$ cat src/rtl/trace_mem_arbiter_if.sv
// trace_mem_arbiter_if: scan-out, writer and RAM port signals of the trace sample memory arbiter.
interface trace_mem_arbiter_if #(
   parameter int ADDR_W = 7,
   parameter int DATA_W = 8
);
   logic              disp_req;
   logic [ADDR_W-1:0] disp_addr;
   logic              disp_valid;
   logic [DATA_W-1:0] disp_data;
   logic              wr_req;
   logic [ADDR_W-1:0] wr_addr;
   logic [DATA_W-1:0] wr_data;
   logic              wr_ack;
   logic              mem_en;
   logic              mem_we;
   logic [ADDR_W-1:0] mem_addr;
   logic [DATA_W-1:0] mem_wdata;
   logic [DATA_W-1:0] mem_rdata;
   modport slave (
      input  disp_req, disp_addr, wr_req, wr_addr, wr_data, mem_rdata,
      output disp_valid, disp_data, wr_ack, mem_en, mem_we, mem_addr, mem_wdata
   );
   modport master (
      output disp_req, disp_addr, wr_req, wr_addr, wr_data, mem_rdata,
      input  disp_valid, disp_data, wr_ack, mem_en, mem_we, mem_addr, mem_wdata
   );
endinterface

$ cat src/rtl/trace_mem_arbiter.sv
// trace_mem_arbiter: single-port sample RAM shared by scan-out reads (absolute priority, 3-cycle latency) and writer fills.
// Define TRACE_FRAME_LOCK_EN to restrict writer acks to vertical blanking.
module trace_mem_arbiter #(
   parameter int ADDR_W     = 7,
   parameter int DATA_W     = 8,
   parameter int STARVE_MAX = 1023
) (
   input  logic clk,
   input  logic rst,
   input  logic vblank,
   input  logic status_clr,
   output logic trace_done,
   output logic wr_starved,
   trace_mem_arbiter_if.slave bus
);
   localparam logic [15:0] SMAX = 16'(STARVE_MAX);
   typedef enum logic [1:0] {IDLE, RD, WR} state_t;
   state_t      state, state_d;
   logic        wr_allowed;
   logic        rd_d;
   logic [15:0] starve_cnt;
`ifdef TRACE_FRAME_LOCK_EN
   assign wr_allowed = vblank;
`else
   // vblank has no effect here; folded in only so the port is consumed
   assign wr_allowed = 1'b1 | vblank;
`endif
   always_comb begin
      state_d = rst ? IDLE
              : bus.disp_req ? RD
              : (bus.wr_req && wr_allowed) ? WR : IDLE;
      bus.wr_ack = state_d == WR;
   end
   assign bus.mem_en = state != IDLE;
   assign bus.mem_we = state == WR;
   assign trace_done = state == WR && &bus.mem_addr;
   always_ff @(posedge clk) begin
      if (rst) begin
         state         <= IDLE;
         bus.mem_addr  <= '0;
         bus.mem_wdata <= '0;
         rd_d          <= 1'b0;
         bus.disp_valid <= 1'b0;
         bus.disp_data <= '0;
         starve_cnt    <= '0;
         wr_starved    <= 1'b0;
      end else begin
         state <= state_d;
         if (state_d == RD)
            bus.mem_addr <= bus.disp_addr;
         else if (state_d == WR) begin
            bus.mem_addr  <= bus.wr_addr;
            bus.mem_wdata <= bus.wr_data;
         end
         // RAM returns read data the cycle after the read is on the port
         rd_d           <= state == RD;
         bus.disp_valid <= rd_d;
         if (rd_d)
            bus.disp_data <= bus.mem_rdata;
         starve_cnt <= (bus.wr_req && !bus.wr_ack)
                     ? ((starve_cnt == SMAX) ? starve_cnt : starve_cnt + 16'd1) : '0;
         wr_starved <= (starve_cnt == SMAX) || (wr_starved && !status_clr);
      end
   end
endmodule

$ cat src/flat_wrapper.sv
// flat-port wrapper written by rule: the top's interface ports become plain ports
module trace_mem_arbiter_flat 
#(
   parameter int ADDR_W     = 7,
   parameter int DATA_W     = 8,
   parameter int STARVE_MAX = 1023
)
  (clk, rst, vblank, status_clr, trace_done, wr_starved, bus_disp_req, bus_disp_addr, bus_wr_req, bus_wr_addr, bus_wr_data, bus_mem_rdata, bus_disp_valid, bus_disp_data, bus_wr_ack, bus_mem_en, bus_mem_we, bus_mem_addr, bus_mem_wdata);
  trace_mem_arbiter_if #(.ADDR_W(ADDR_W), .DATA_W(DATA_W)) bus_i ();
  input  logic clk;
  input  logic rst;
  input  logic vblank;
  input  logic status_clr;
  output logic trace_done;
  output logic wr_starved;
  input wire logic [$bits(bus_i.disp_req)-1:0] bus_disp_req;
  input wire logic [$bits(bus_i.disp_addr)-1:0] bus_disp_addr;
  input wire logic [$bits(bus_i.wr_req)-1:0] bus_wr_req;
  input wire logic [$bits(bus_i.wr_addr)-1:0] bus_wr_addr;
  input wire logic [$bits(bus_i.wr_data)-1:0] bus_wr_data;
  input wire logic [$bits(bus_i.mem_rdata)-1:0] bus_mem_rdata;
  output wire logic [$bits(bus_i.disp_valid)-1:0] bus_disp_valid;
  output wire logic [$bits(bus_i.disp_data)-1:0] bus_disp_data;
  output wire logic [$bits(bus_i.wr_ack)-1:0] bus_wr_ack;
  output wire logic [$bits(bus_i.mem_en)-1:0] bus_mem_en;
  output wire logic [$bits(bus_i.mem_we)-1:0] bus_mem_we;
  output wire logic [$bits(bus_i.mem_addr)-1:0] bus_mem_addr;
  output wire logic [$bits(bus_i.mem_wdata)-1:0] bus_mem_wdata;
  assign bus_i.disp_req = bus_disp_req;
  assign bus_i.disp_addr = bus_disp_addr;
  assign bus_i.wr_req = bus_wr_req;
  assign bus_i.wr_addr = bus_wr_addr;
  assign bus_i.wr_data = bus_wr_data;
  assign bus_i.mem_rdata = bus_mem_rdata;
  assign bus_disp_valid = bus_i.disp_valid;
  assign bus_disp_data = bus_i.disp_data;
  assign bus_wr_ack = bus_i.wr_ack;
  assign bus_mem_en = bus_i.mem_en;
  assign bus_mem_we = bus_i.mem_we;
  assign bus_mem_addr = bus_i.mem_addr;
  assign bus_mem_wdata = bus_i.mem_wdata;
  trace_mem_arbiter #(.ADDR_W(ADDR_W), .DATA_W(DATA_W), .STARVE_MAX(STARVE_MAX)) u_core (.clk(clk), .rst(rst), .vblank(vblank), .status_clr(status_clr), .trace_done(trace_done), .wr_starved(wr_starved), .bus(bus_i));
endmodule
$ cat config.mk
export PLATFORM = sky130hd
export DESIGN_NAME = trace_mem_arbiter_flat
export DESIGN_NICKNAME = d
export VERILOG_FILES = /design/src/rtl/trace_mem_arbiter_if.sv /design/src/rtl/trace_mem_arbiter.sv /design/src/flat_wrapper.sv
export SDC_FILE = /design/constraint.sdc
export NUM_CORES = 1
export LEC_CHECK = 0
export CAP_MARGIN = 20
export CORE_MARGIN = 4
export CORE_UTILIZATION = 30
export CTS_BUF_LIST = sky130_fd_sc_hd__clkbuf_16
export DETAILED_ROUTE_END_ITERATION = 8
export PLACE_DENSITY = 0.63
export SLEW_MARGIN = 30
export SYNTH_ARGS = -nofsm -noshare
export SYNTH_HDL_FRONTEND = slang
export SYNTH_SLANG_ARGS = --single-unit
$ cat constraint.sdc
create_clock -name clk -period 3.7 [get_ports clk]
set_input_delay 0.74 -clock clk [delete_from_list [all_inputs] [get_ports clk]]
set_output_delay 0.74 -clock clk [all_outputs]
set_load 0.03 [all_outputs]
==> flow_summary.toml, run 1 <==
[run_status]
status = "finished, final reports clean"

[floorplanning]
die_height_um = 87.3
core_mm2 = 0.00599
die_w_um = 87.3
io_pins = 65
start_util_pct = 31.5
row_count = 28
die_area_mm2 = 0.00761

[finish]
register_area_um2 = 881
final_cell_mix = "clkdlybuf4s50_1, dfxtp_1, nor2_1"
drive_gt1_share_pct = 6.67
finalInstanceArea_mm2 = 0.00272
syn_to_final_growth_pct = 44.6
n_fill_cell = 594
stdcell_count = 345
fin_nets = 306
layout_commonest_cell = "clkdlybuf4s50_1"
final_core_util_pct = 45.5
multiInputGateArea_um2 = 947
diodes = 0

[worst_setup_path]
r2r_setup_slack_ps = 2040
crit_required_ps = 2960
crit_fanout = 17
cp-end-kind = "output pin"
crit_arrival_ps = 1980
rr_worst_depth = 5
worst_setup_path_start_kind = "input port"
crit_type = "in2out"

[place]
dpl.hpwl_um = 3110
place_area_mm2 = 0.00259
place_congestion = 0.746
placed_cells = 337
numPortBuffers = 63

[timing]
maxSlewHeadroom_pct = 65.2
whs_ps = 467
clock.fmax_ghz = 0.367
hold_viol = 0
maxSlewViolCount = 0
timing.final.crit_period_ps = 2720
setup_viol = 0
min_period_over_period_pct = 73.6
tightestPinTransition_ps = 520
tns_ps = 0
clock_skew_ps = 3.04
rsz0062_at_grt = "false"

[routing]
avgRoutedWirePerCell_um = 12.5
wl_um = 4320
ant_nets = 0
vias = 1613
drt-vias-per-instance = 4.68
drtPass1Iterations = 4
initialDrtViolationCount = 86
drc = 0

[synth]
synth_top_area_share_pct = 46.7
synthesis.nets = 243
netlist_area_mm2 = 0.00188
synth-edff-count = 0
synthFlopType = "dfxtp_1"
synthCells = 206
synth.distinct_cells = 39
ys_top_cells_by_area = "dfxtp_1, mux2i_1, nor2_1, nand2b_1, nand2_1"
synth-seq-area-share_pct = 46.7
synth-async-reset-ratio_pct = 0
avgSynthCellArea_um2 = 9.15
synth-seq-cells = 44
synth_top_area_cell = "dfxtp_1"
yosys_warnings = 0

[clock_tree]
clk_pin_slew_ps = 60
cts_tree = "yes"
cts.sinks = 44
cts_setup_buffers = 0
hold_buffers = 0
clock_latency_ps = 280
ctsResizeCount = 0
htree_levels = 2
cts_made_buffers = 5
root_buffer = "clkbuf_16"
clockBufferDepth = 2

[run]
max_cap_viol_count = 0

[pwr]
p_leak_uw = 0.00100
p_per_area_mw_per_mm2 = 385
ir_worst_vdd_mv = 0.158

[grt]
grt_pass1_wl_um = 7080
antenna_found_initial = 0
grt_use_total_pct = 11.8
grt_pass1_vias = 1522
grt-ovfl-total = 0
grt_max_degree = 31

[worst_hold_path]
hold_class = "reg2reg"
holdPathStages = 2
cells by family after synthesis:
kind of cell / count (synthesis) / share of synthesized area, %
simple gates: 90 / 25.7
buf+inv: 13 / 2.99
mux: 17 / 9.03
fa+ha+maj: 1 / 0.664
xor+xnor: 6 / 2.79
compound gates: 35 / 12.1
flops: 44 / 46.7
final timing paths:
path                                                      startpoint                                    to
worst max-delay path                                      bus_wr_req                            bus_wr_ack
worst min-delay path            u_core.bus.mem_wdata[7]$_SDFFE_PP0P_  u_core.bus.mem_wdata[7]$_SDFFE_PP0P_
worst max register to register     u_core.starve_cnt[0]$_SDFFE_PP0P_    u_core.starve_cnt[10]$_SDFFE_PP0P_
worst min register to register  u_core.bus.mem_wdata[7]$_SDFFE_PP0P_  u_core.bus.mem_wdata[7]$_SDFFE_PP0P_
cell usage after synthesis (2+ instances only):
cell type and n:
nor3b_1 2, nor2_1 37, inv_1 2, a31oi_1 6
dfxtp_1 44, xnor2_1 6, mux2i_1 17, nand2b_1 10
a41o_1 3, a21oi_1 10, nor3_1 3, o21ai_0 9
nand4_1 5, nor4_1 2, buf_2 3, nand3_1 4
clkbuf_1 6, nor2b_1 3, nand2_1 14
layout make-up:
| type | count | share of cell area [%] |
|---|---|---|
| clock buffer | 5 | 4.59 |
| sequential | 44 | 32.3 |
| inverter | 2 | 0.276 |
| tap | 75 | 3.45 |
| clock inverter | 3 | 0.413 |
| multi-input combinational | 149 | 34.8 |
| timing repair buffer | 67 | 24.2 |
power by group:
part | internal, uW | leakage, uW | switching (uW) | total (uW)
logic | 74.5 | 0.000571 | 64.4 | 139
clock network | 243 | 0.0000738 | 167 | 410
registers | 489 | 0.000358 | 11.2 | 500
total | 806 | 0.00100 | 243 | 1050
state kept, by name, indices dropped and copies added (netlist names):
signal                 cells
u_core.bus.disp_data       8
u_core.bus.disp_valid      1
u_core.bus.mem_addr        7
u_core.bus.mem_wdata       8
u_core.rd_d                1
u_core.starve_cnt         16
u_core.state               2
u_core.wr_starved          1
stage by stage:
stage               worst slack [ps]  power [uW]
floorplan                       1250         576
global placement                 960         650
detailed placement               965         650
CTS                              962        1060
global route                     898        1100
finish                           978        1050
per-layer routing:
metal	part of all wire, %	GRT usage (%)	up-vias
met5	0	0	-
met4	1.1	3.77	0
met3	7.9	5.96	5
met2	44	17.7	36
met1	47	14.6	723
li1	-	-	849
worst max-delay path, cell delays in order:
cell and delay, ps:
clkdlybuf4s50_1 470, buf_4 200, nor3b_2 170, buf_4 210
buf_4 190
Power figures use the tool's default switching activity.
==> run 2: changes to the inputs <==
Settings changed: PLACE_DENSITY 0.63 to 0.65.
Clock period 3.7 ns to 2.31 ns, I/O delays scaled along.
==> flow_summary.toml, run 2 (synthesis gave the netlist of run 1 again) <==
[clock_tree]
cts_tree = "yes"
clock_latency_ps = 280
cts_made_buffers = 5
htree_levels = 2
cts_setup_buffers = 0
cts.sinks = 44
root_buffer = "clkbuf_16"
ctsResizeCount = 1
clockBufferDepth = 2
hold_buffers = 0
clk_pin_slew_ps = 60

[grt]
grt_pass1_vias = 1673
grt_use_total_pct = 12.5
antenna_found_initial = 0
grt-ovfl-total = 0
grt_max_degree = 20
grt_pass1_wl_um = 7560

[floorplanning]
die_w_um = 87.3
start_util_pct = 31.5
row_count = 28
die_height_um = 87.3
io_pins = 65
die_area_mm2 = 0.00761
core_mm2 = 0.00599

[worst_setup_path]
crit_arrival_ps = 1530
crit_required_ps = 1850
cp_slowest_cell = "dlygate4sd2_1"
crit_type = "reg2out"
cpPeakStageDelay_ps = 440
cpLargestDelayFamily = "buffers and inverters"
r2r-end = "u_core.starve_cnt[10]$_SDFFE_PP0P_"
crit_buf_inv = 1
rr_worst_depth = 5
r2r_setup_slack_ps = 710
crit_chain = "nand4_1, nor4b_1, dlygate4sd2_1"
r2r-start = "u_core.starve_cnt[0]$_SDFFE_PP0P_"
worst_setup_path_start_kind = "flop"
cp-startpoint = "u_core.bus.mem_addr[0]$_SDFFE_PP0P_"
cp-end-kind = "output pin"
crit_fanout = 3

[pwr]
ir_worst_vdd_mv = 0.341
p_leak_uw = 0.00105
p_per_area_mw_per_mm2 = 726

[place]
numPortBuffers = 63
placed_cells = 339
place_congestion = 0.756
dpl.hpwl_um = 3090
post-place-ws_ps = 324

[routing]
avgRoutedWirePerCell_um = 12.4
ant_nets = 0
vias = 1616
drc = 0
wl_um = 4320
drtPass1Iterations = 4
drt-vias-per-instance = 4.66
initialDrtViolationCount = 80

[worst_hold_path]
hold_class = "reg2reg"
holdPathStages = 1
min_to = "u_core.rd_d$_SDFF_PP0_"
holdCritStartpoint = "u_core.state[1]$_SDFF_PP0_"

[timing]
hold_viol = 0
timing.final.crit_period_ps = 2000
maxSlewHeadroom_pct = 68.5
setup_viol = 0
rsz0062_at_grt = "false"
maxSlewViolCount = 0
timing.final.ws_setup_ps = 315
clock_skew_ps = 2.91
tns_ps = 0
tightestPinTransition_ps = 471
min_period_over_period_pct = 86.4
clock.fmax_ghz = 0.501

[finish]
largest_reg_flops = 16
diodes = 0
final_cell_mix = "clkdlybuf4s50_1, dfxtp_1, nor2_1"
syn_to_final_growth_pct = 49.5
drive_gt1_share_pct = 8.46
fin_nets = 308
stdcell_count = 347
top_register = "u_core.starve_cnt"
layout_commonest_cell = "clkdlybuf4s50_1"
reg_top3 = "u_core.starve_cnt x16, u_core.bus.disp_data x8, u_core.bus.mem_wdata x8"

[run_status]
status = "finished, final reports clean"

[run]
max_cap_viol_count = 0
-- run 2: changes by cell type in the layout (fill, tap and decap cells not counted), sizes merged --
cell | previous run | this run
clkdlybuf4s50 | 62 | 61
inv | 4 | 2
clkinv | 1 | 0
buf | 5 | 7
bufinv | 0 | 3
dlygate4sd2 | 0 | 1
-- run 2: layout make-up --
cell class,count,area [um^2]
Timing Repair Buffer,69,672
Inverter,2,7.51
Multi-Input combinational cell,149,947
Clock inverter,3,90.1
Clock buffer,5,125
Sequential cell,44,881
Tap cell,75,93.8
Fill cell,567,3170
-- run 2: how the worst max path moves through the flow --
stage	to	cells past startpoint
after detailed placement	trace_done	3
after global routing	trace_done	3
after global placement	trace_done	3
after floorplan	trace_done	2
final	trace_done	3
after CTS	trace_done	3
-- run 2: report_power, final --
group          total (uW)  switching [uW]  internal, uW
combinational         224             103           121
sequential            801            17.9           783
clock                1020             292           729
total                2050             413          1630
-- run 2: metal layers --
layer  share of wire (%)  GRT usage (%)
met5                   0              0
met3                 6.5           4.07
met2                  46           20.1
met4                 1.9           6.28
met1                  45           14.9
-- run 2: metrics by stage --
| stage | area (um^2) | power [uW] | hold WS, ps | util, % |
|---|---|---|---|---|
| after global placement | 2600 | 1040 | 459 | 43.4 |
| after CTS | 2820 | 2070 | 476 | 47.0 |
| final | 2820 | 2050 | 469 | 47.0 |
| after floorplan | 1880 | 922 | 418 | - |
| after global routing | 2820 | 2130 | 492 | 47.0 |
| after detailed placement | 2600 | 1040 | 460 | 43.4 |
